## src/rtl/seg_scan_driver.sv

```systemverilog
// Eight-digit multiplexed seven-segment scanner: per-frame input snapshot,
// character decode, per-digit decimal point and blink, registered outputs.
module seg_scan_driver #(
    parameter int SCAN_DIV     = 100000,
    parameter int BLINK_FRAMES = 62
) (
    input  logic        clk,
    input  logic        rst,
    input  logic        en_i,
    input  logic [39:0] digits_i,
    input  logic [7:0]  dp_i,
    input  logic [7:0]  blink_i,
    output logic [7:0]  an_o,
    output logic [7:0]  seg_o,
    output logic        frame_o
);

    localparam int CW = (SCAN_DIV > 1) ? $clog2(SCAN_DIV) : 1;
    localparam int FW = (BLINK_FRAMES > 1) ? $clog2(BLINK_FRAMES) : 1;
    localparam logic [4:0] CHAR_BLK = 5'd31;

    logic [CW-1:0] count_reg, count_next;
    logic [2:0]    idx_reg, idx_next;
    logic [FW-1:0] frame_cnt_reg, frame_cnt_next;
    logic          blink_phase_reg, blink_phase_next;
    logic [39:0]   snap_digits_reg;
    logic [7:0]    snap_dp_reg;
    logic [7:0]    snap_blink_reg;
    logic [7:0]    an_reg, an_next;
    logic [7:0]    seg_reg, seg_next;
    logic          tick;
    logic          snap;
    logic [4:0]    digit_code [8];

    generate
        for (genvar gi = 0; gi < 8; gi++) begin : g_digit
            assign digit_code[gi] = snap_digits_reg[5*gi +: 5];
        end
    endgenerate

    // Segment order {g,f,e,d,c,b,a}; unknown codes and CHAR_BLK are dark.
    function automatic logic [6:0] decode(input logic [4:0] code);
        case (code)
            5'd0:    decode = 7'h3F;
            5'd1:    decode = 7'h06;
            5'd2:    decode = 7'h5B;
            5'd3:    decode = 7'h4F;
            5'd4:    decode = 7'h66;
            5'd5:    decode = 7'h6D;
            5'd6:    decode = 7'h7D;
            5'd7:    decode = 7'h07;
            5'd8:    decode = 7'h7F;
            5'd9:    decode = 7'h6F;
            5'd10:   decode = 7'h77;
            5'd11:   decode = 7'h7C;
            5'd12:   decode = 7'h39;
            5'd13:   decode = 7'h5E;
            5'd14:   decode = 7'h79;
            5'd15:   decode = 7'h71;
            5'd16:   decode = 7'h78;
            5'd17:   decode = 7'h1E;
            5'd18:   decode = 7'h50;
            5'd19:   decode = 7'h76;
            5'd20:   decode = 7'h73;
            5'd21:   decode = 7'h38;
            5'd22:   decode = 7'h3E;
            5'd23:   decode = 7'h6D;
            5'd24:   decode = 7'h54;
            5'd25:   decode = 7'h40;
            5'd26:   decode = 7'h08;
            default: decode = 7'h00;
        endcase
    endfunction

    always_comb begin
        tick             = (count_reg == CW'(SCAN_DIV - 1));
        snap             = tick && (idx_reg == 3'd7);
        count_next       = tick ? '0 : count_reg + CW'(1);
        idx_next         = tick ? idx_reg + 3'd1 : idx_reg;
        frame_cnt_next   = frame_cnt_reg;
        blink_phase_next = blink_phase_reg;
        if (snap) begin
            if (frame_cnt_reg == FW'(BLINK_FRAMES - 1)) begin
                frame_cnt_next   = '0;
                blink_phase_next = ~blink_phase_reg;
            end else begin
                frame_cnt_next = frame_cnt_reg + FW'(1);
            end
        end

        // Blanking during the off phase also suppresses the decimal point.
        seg_next = {snap_dp_reg[idx_reg], decode(digit_code[idx_reg])};
        if (snap_blink_reg[idx_reg] && blink_phase_reg)
            seg_next = 8'h00;
        an_next = 8'h01 << idx_reg;
        if (!en_i) begin
            seg_next = 8'h00;
            an_next  = 8'h00;
        end
    end

    always_ff @(posedge clk) begin
        if (rst) begin
            count_reg       <= '0;
            idx_reg         <= 3'd0;
            frame_cnt_reg   <= '0;
            blink_phase_reg <= 1'b0;
            snap_digits_reg <= {8{CHAR_BLK}};
            snap_dp_reg     <= 8'h00;
            snap_blink_reg  <= 8'h00;
            an_reg          <= 8'h00;
            seg_reg         <= 8'h00;
        end else begin
            count_reg       <= count_next;
            idx_reg         <= idx_next;
            frame_cnt_reg   <= frame_cnt_next;
            blink_phase_reg <= blink_phase_next;
            an_reg          <= an_next;
            seg_reg         <= seg_next;
            if (snap) begin
                snap_digits_reg <= digits_i;
                snap_dp_reg     <= dp_i;
                snap_blink_reg  <= blink_i;
            end
        end
    end

    assign an_o    = an_reg;
    assign seg_o   = seg_reg;
    assign frame_o = snap && !rst;

endmodule

```

## config.mk

```make
export PLATFORM = sky130hd
export DESIGN_NAME = seg_scan_driver
export DESIGN_NICKNAME = d
export VERILOG_FILES = /design/src/rtl/seg_scan_driver.sv
export SDC_FILE = /design/constraint.sdc
export NUM_CORES = 1
export LEC_CHECK = 0
export CAP_MARGIN = 5
export CORE_MARGIN = 4
export CORE_UTILIZATION = 53
export CTS_BUF_LIST = sky130_fd_sc_hd__clkbuf_16
export DETAILED_ROUTE_END_ITERATION = 10
export GPL_TIMING_DRIVEN = 0
export PLACE_DENSITY = 0.8
export SLEW_MARGIN = 20
export SYNTH_ARGS = -nofsm -noshare
export SYNTH_HDL_FRONTEND = slang
export SYNTH_SLANG_ARGS = --single-unit
```

## constraint.sdc

```tcl
create_clock -name clk -period 3.45 [get_ports clk]
set_input_delay 0.69 -clock clk [delete_from_list [all_inputs] [get_ports clk]]
set_output_delay 0.69 -clock clk [all_outputs]
set_load 0.01 [all_outputs]
```

==> impl_metrics.json <==
{
  "p_leak_nw": 2.16,
  "yosysWarningCount": 0,
  "grt_usage": 0.223,
  "grt_pass1_vias": 3705,
  "worst_ep_arrival_time_ns": 2.62,
  "routabilityCongestion": 0.857,
  "syn_avg_cell_area_sq_um": 8.89,
  "fin_crit_ns": 3.31,
  "largest_register_ffs": 40,
  "fin_skew_ns": 0.00748,
  "dp_cells": 684,
  "slowest_stage": "clkdlybuf4s50_1",
  "cap_viol_max_count": 0,
  "synth_seq_cells": 99,
  "synth_edf_count": 0,
  "worst_slew_pin_slew_ns": 0.663,
  "diodes": 0,
  "cts_tree": "yes",
  "rows": 33,
  "drv_slew": 0,
  "cts.htree.levels": 3,
  "fillers": 672,
  "cp.required_ns": 2.76,
  "drc_errors": 0,
  "yosysSeqAreaShare": 0.441,
  "worstPathMaxFanout": 18,
  "critPathTopFamily": "simple AND/OR/NAND/NOR gates",
  "die_y_um": 100,
  "syn_area_sq_um": 4490,
  "hpwl_mm": 7.94,
  "routedWlPerCell_um": 15.6,
  "max_freq_ghz": 0.302,
  "die_w_um": 100,
  "critPathMaxStageDelay_ns": 0.56,
  "hold_viol_final": 0,
  "setup_violations": 0,
  "syn_to_final_growth_pct": 25.9,
  "cts_buffers": 9,
  "dpl_worst_slack_ns": -0.0404,
  "critPathCaptureType": "primary output",
  "io-pin-count": 76,
  "async_flop_share": 0,
  "grt_max_degree": 19,
  "numPortBuffers": 74,
  "clockBufferDepth": 2,
  "synth_cells": 505,
  "synth_flop_cell": "dfxtp_1",
  "num_vias": 3803,
  "peakVddDrop_v": 0.000274,
  "antenna_found_initial": 0,
  "grt_pass1_wl_mm": 17.7,
  "r2r-start": "idx_reg[1]",
  "fin_area_sq_um": 5650,
  "syn-num-nets": 579,
  "placed_area_sq_um": 5360,
  "via_per_inst": 5.44,
  "drive_gt1_frac": 0.0758,
  "rsz0062_at_grt": "no",
  "worstHoldStart": "snap_blink_reg[0]",
  "drt_wl_total_mm": 10.9,
  "clock_latency_ns": 0.34,
  "crit_end": "frame_o",
  "synth_cell_types": 38,
  "worst-path-stages": 5,
  "nNetsFinal": 664,
  "grt-ovfl-total": 0,
  "fin_setup_tns_ns": 0,
  "clockRootBuffer": "clkbuf_16",
  "ant_nets": 0,
  "drt_iter0_markers": 171,
  "start_util": 0.547,
  "startpoint_type": "flip-flop",
  "cts_sinks": 99,
  "startpoint": "count_reg[10]",
  "r2r_cells": 10,
  "final_cells": 699,
  "r2r_end": "seg_o[1]",
  "core_area_sq_um": 8220,
  "r2r_slack_ns": 0.23,
  "firstDrtPassIters": 5,
  "hold_buffers": 0,
  "status": "finished, final reports clean",
  "critPathKind": "reg2out",
  "relSlewSlack": 0.546,
  "power_density_nw_per_um2": 393,
  "setup_ws_ns": 0.139,
  "die-area_sq_um": 10000,
  "finalCritPeriodShare": 0.960,
  "cp_cell_sequence": "or4bb_1 -> nor4_4 -> nand2_4 -> nor2_1 -> clkdlybuf4s50_1",
  "clk_pin_slew_ns": 0.07,
  "min-delay-path-class": "reg2reg",
  "critPathBufInv": 1
}
==> final cells by class <==
| cell class | instances | area (sq um) | area share |
|---|---|---|---|
| timing repair buffer | 75 | 748 | 0.132 |
| tap | 105 | 131 | 0.0232 |
| multi-input combinational | 366 | 2350 | 0.416 |
| sequential | 99 | 1980 | 0.351 |
| clock buffer | 9 | 225 | 0.0398 |
| clock inverter | 6 | 57.6 | 0.0102 |
| buffer | 30 | 123 | 0.0217 |
| inverter | 9 | 33.8 | 0.00597 |
==> Yosys cell counts (2+ instances only) <==
cell type | n | share of area
a221oi_1 | 6 | 0.012
mux2_2 | 6 | 0.015
xor2_1 | 10 | 0.020
buf_2 | 8 | 0.0089
nand3b_1 | 41 | 0.069
clkbuf_1 | 22 | 0.018
or3_1 | 3 | 0.0042
ha_1 | 15 | 0.042
mux4_2 | 14 | 0.070
nor3_1 | 9 | 0.010
o22ai_1 | 2 | 0.0028
or4bb_1 | 2 | 0.0050
nand4_1 | 5 | 0.0070
o31ai_1 | 3 | 0.0050
and2_1 | 2 | 0.0028
nand3_1 | 13 | 0.014
xnor2_1 | 8 | 0.016
nor2_1 | 42 | 0.035
o21ai_0 | 7 | 0.0078
a211oi_1 | 2 | 0.0033
a21oi_1 | 24 | 0.027
nand2_1 | 127 | 0.11
mux2i_1 | 10 | 0.022
inv_1 | 9 | 0.0075
nand2b_1 | 3 | 0.0042
dfxtp_1 | 99 | 0.44
or4_1 | 2 | 0.0033
==> how the worst min path moves through the flow <==
stage,slack [ns],to,cells after the start
after floorplan,0.43,snap_blink_reg[2],2
after global placement,0.44,snap_dp_reg[4],2
after detailed placement,0.45,snap_blink_reg[0],2
after CTS,0.45,snap_blink_reg[0],2
after global routing,0.47,snap_dp_reg[0],2
final,0.45,snap_blink_reg[0],2
==> power by group <==
part           internal, mW  switching, mW  leakage [nW]
logic                0.0713         0.0348          1.23
registers              1.15        0.00316         0.800
clock network         0.553          0.415         0.138
total                  1.77          0.453          2.16
==> worst min-delay path: stages (launching register included) <==
cell     delay (ns)
dfxtp_1        0.31
nand2_1        0.05
a21oi_1        0.05
==> layout by cell type (no fill, tap or decap), types with 3 or more instances in the layout <==
| cell | instances |
|---|---|
| or3_1 | 3 |
| a21oi_1 | 24 |
| nor2_1 | 42 |
| ha_1 | 15 |
| mux2i_1 | 10 |
| o21ai_0 | 7 |
| nor3_1 | 9 |
| xor2_1 | 10 |
| dfxtp_1 | 99 |
| nand4_1 | 5 |
| nand2_1 | 127 |
| nand2b_1 | 3 |
| o31ai_1 | 3 |
| inv_1 | 10 |
| clkbuf_1 | 21 |
| mux4_2 | 14 |
| nand3b_1 | 41 |
| a221oi_1 | 6 |
| buf_2 | 8 |
| clkdlybuf4s50_1 | 74 |
| nand3_1 | 13 |
| mux2_2 | 6 |
| clkbuf_16 | 9 |
| xnor2_1 | 8 |
==> routing by layer <==
metal,global-route usage,up-vias,part of all wire
met2,0.384,95,0.50
met5,0,-,0
met3,0.0271,18,0.047
met1,0.286,1794,0.43
li1,-,1896,-
met4,0.0881,0,0.018
==> kinds of logic (layout without fill, tap and decap cells) <==
| group | count (synthesis) | in the layout | synth area share |
|---|---|---|---|
| AOI/OAI and AO/OA | 48 | 48 | 0.0644 |
| xor gates and xnor gates | 18 | 18 | 0.0351 |
| adders and majority gates | 15 | 15 | 0.0418 |
| buffers and inverters | 40 | 129 | 0.0357 |
| DFF | 99 | 99 | 0.441 |
| muxes | 30 | 30 | 0.108 |
| and+or+nand+nor | 255 | 255 | 0.274 |
==> stage by stage <==
step	hold WS [ns]	total power, mW	utilization
floorplan	0.429	1.20	-
global placement	0.437	1.28	0.653
detailed placement	0.445	1.28	0.653
CTS	0.455	2.24	0.688
global route	0.469	2.29	0.688
finish	0.451	2.22	0.688
==> repair_timing <==
| action | 4_1_cts | 5_1_grt |
|---|---|---|
| buffers inserted | 1 | 0 |
| setup endpoints to repair | 1 | 1 |
| gates resized for setup | 0 | 1 |
| pin swaps | 1 | 0 |
Power figures use the tool's default switching activity.
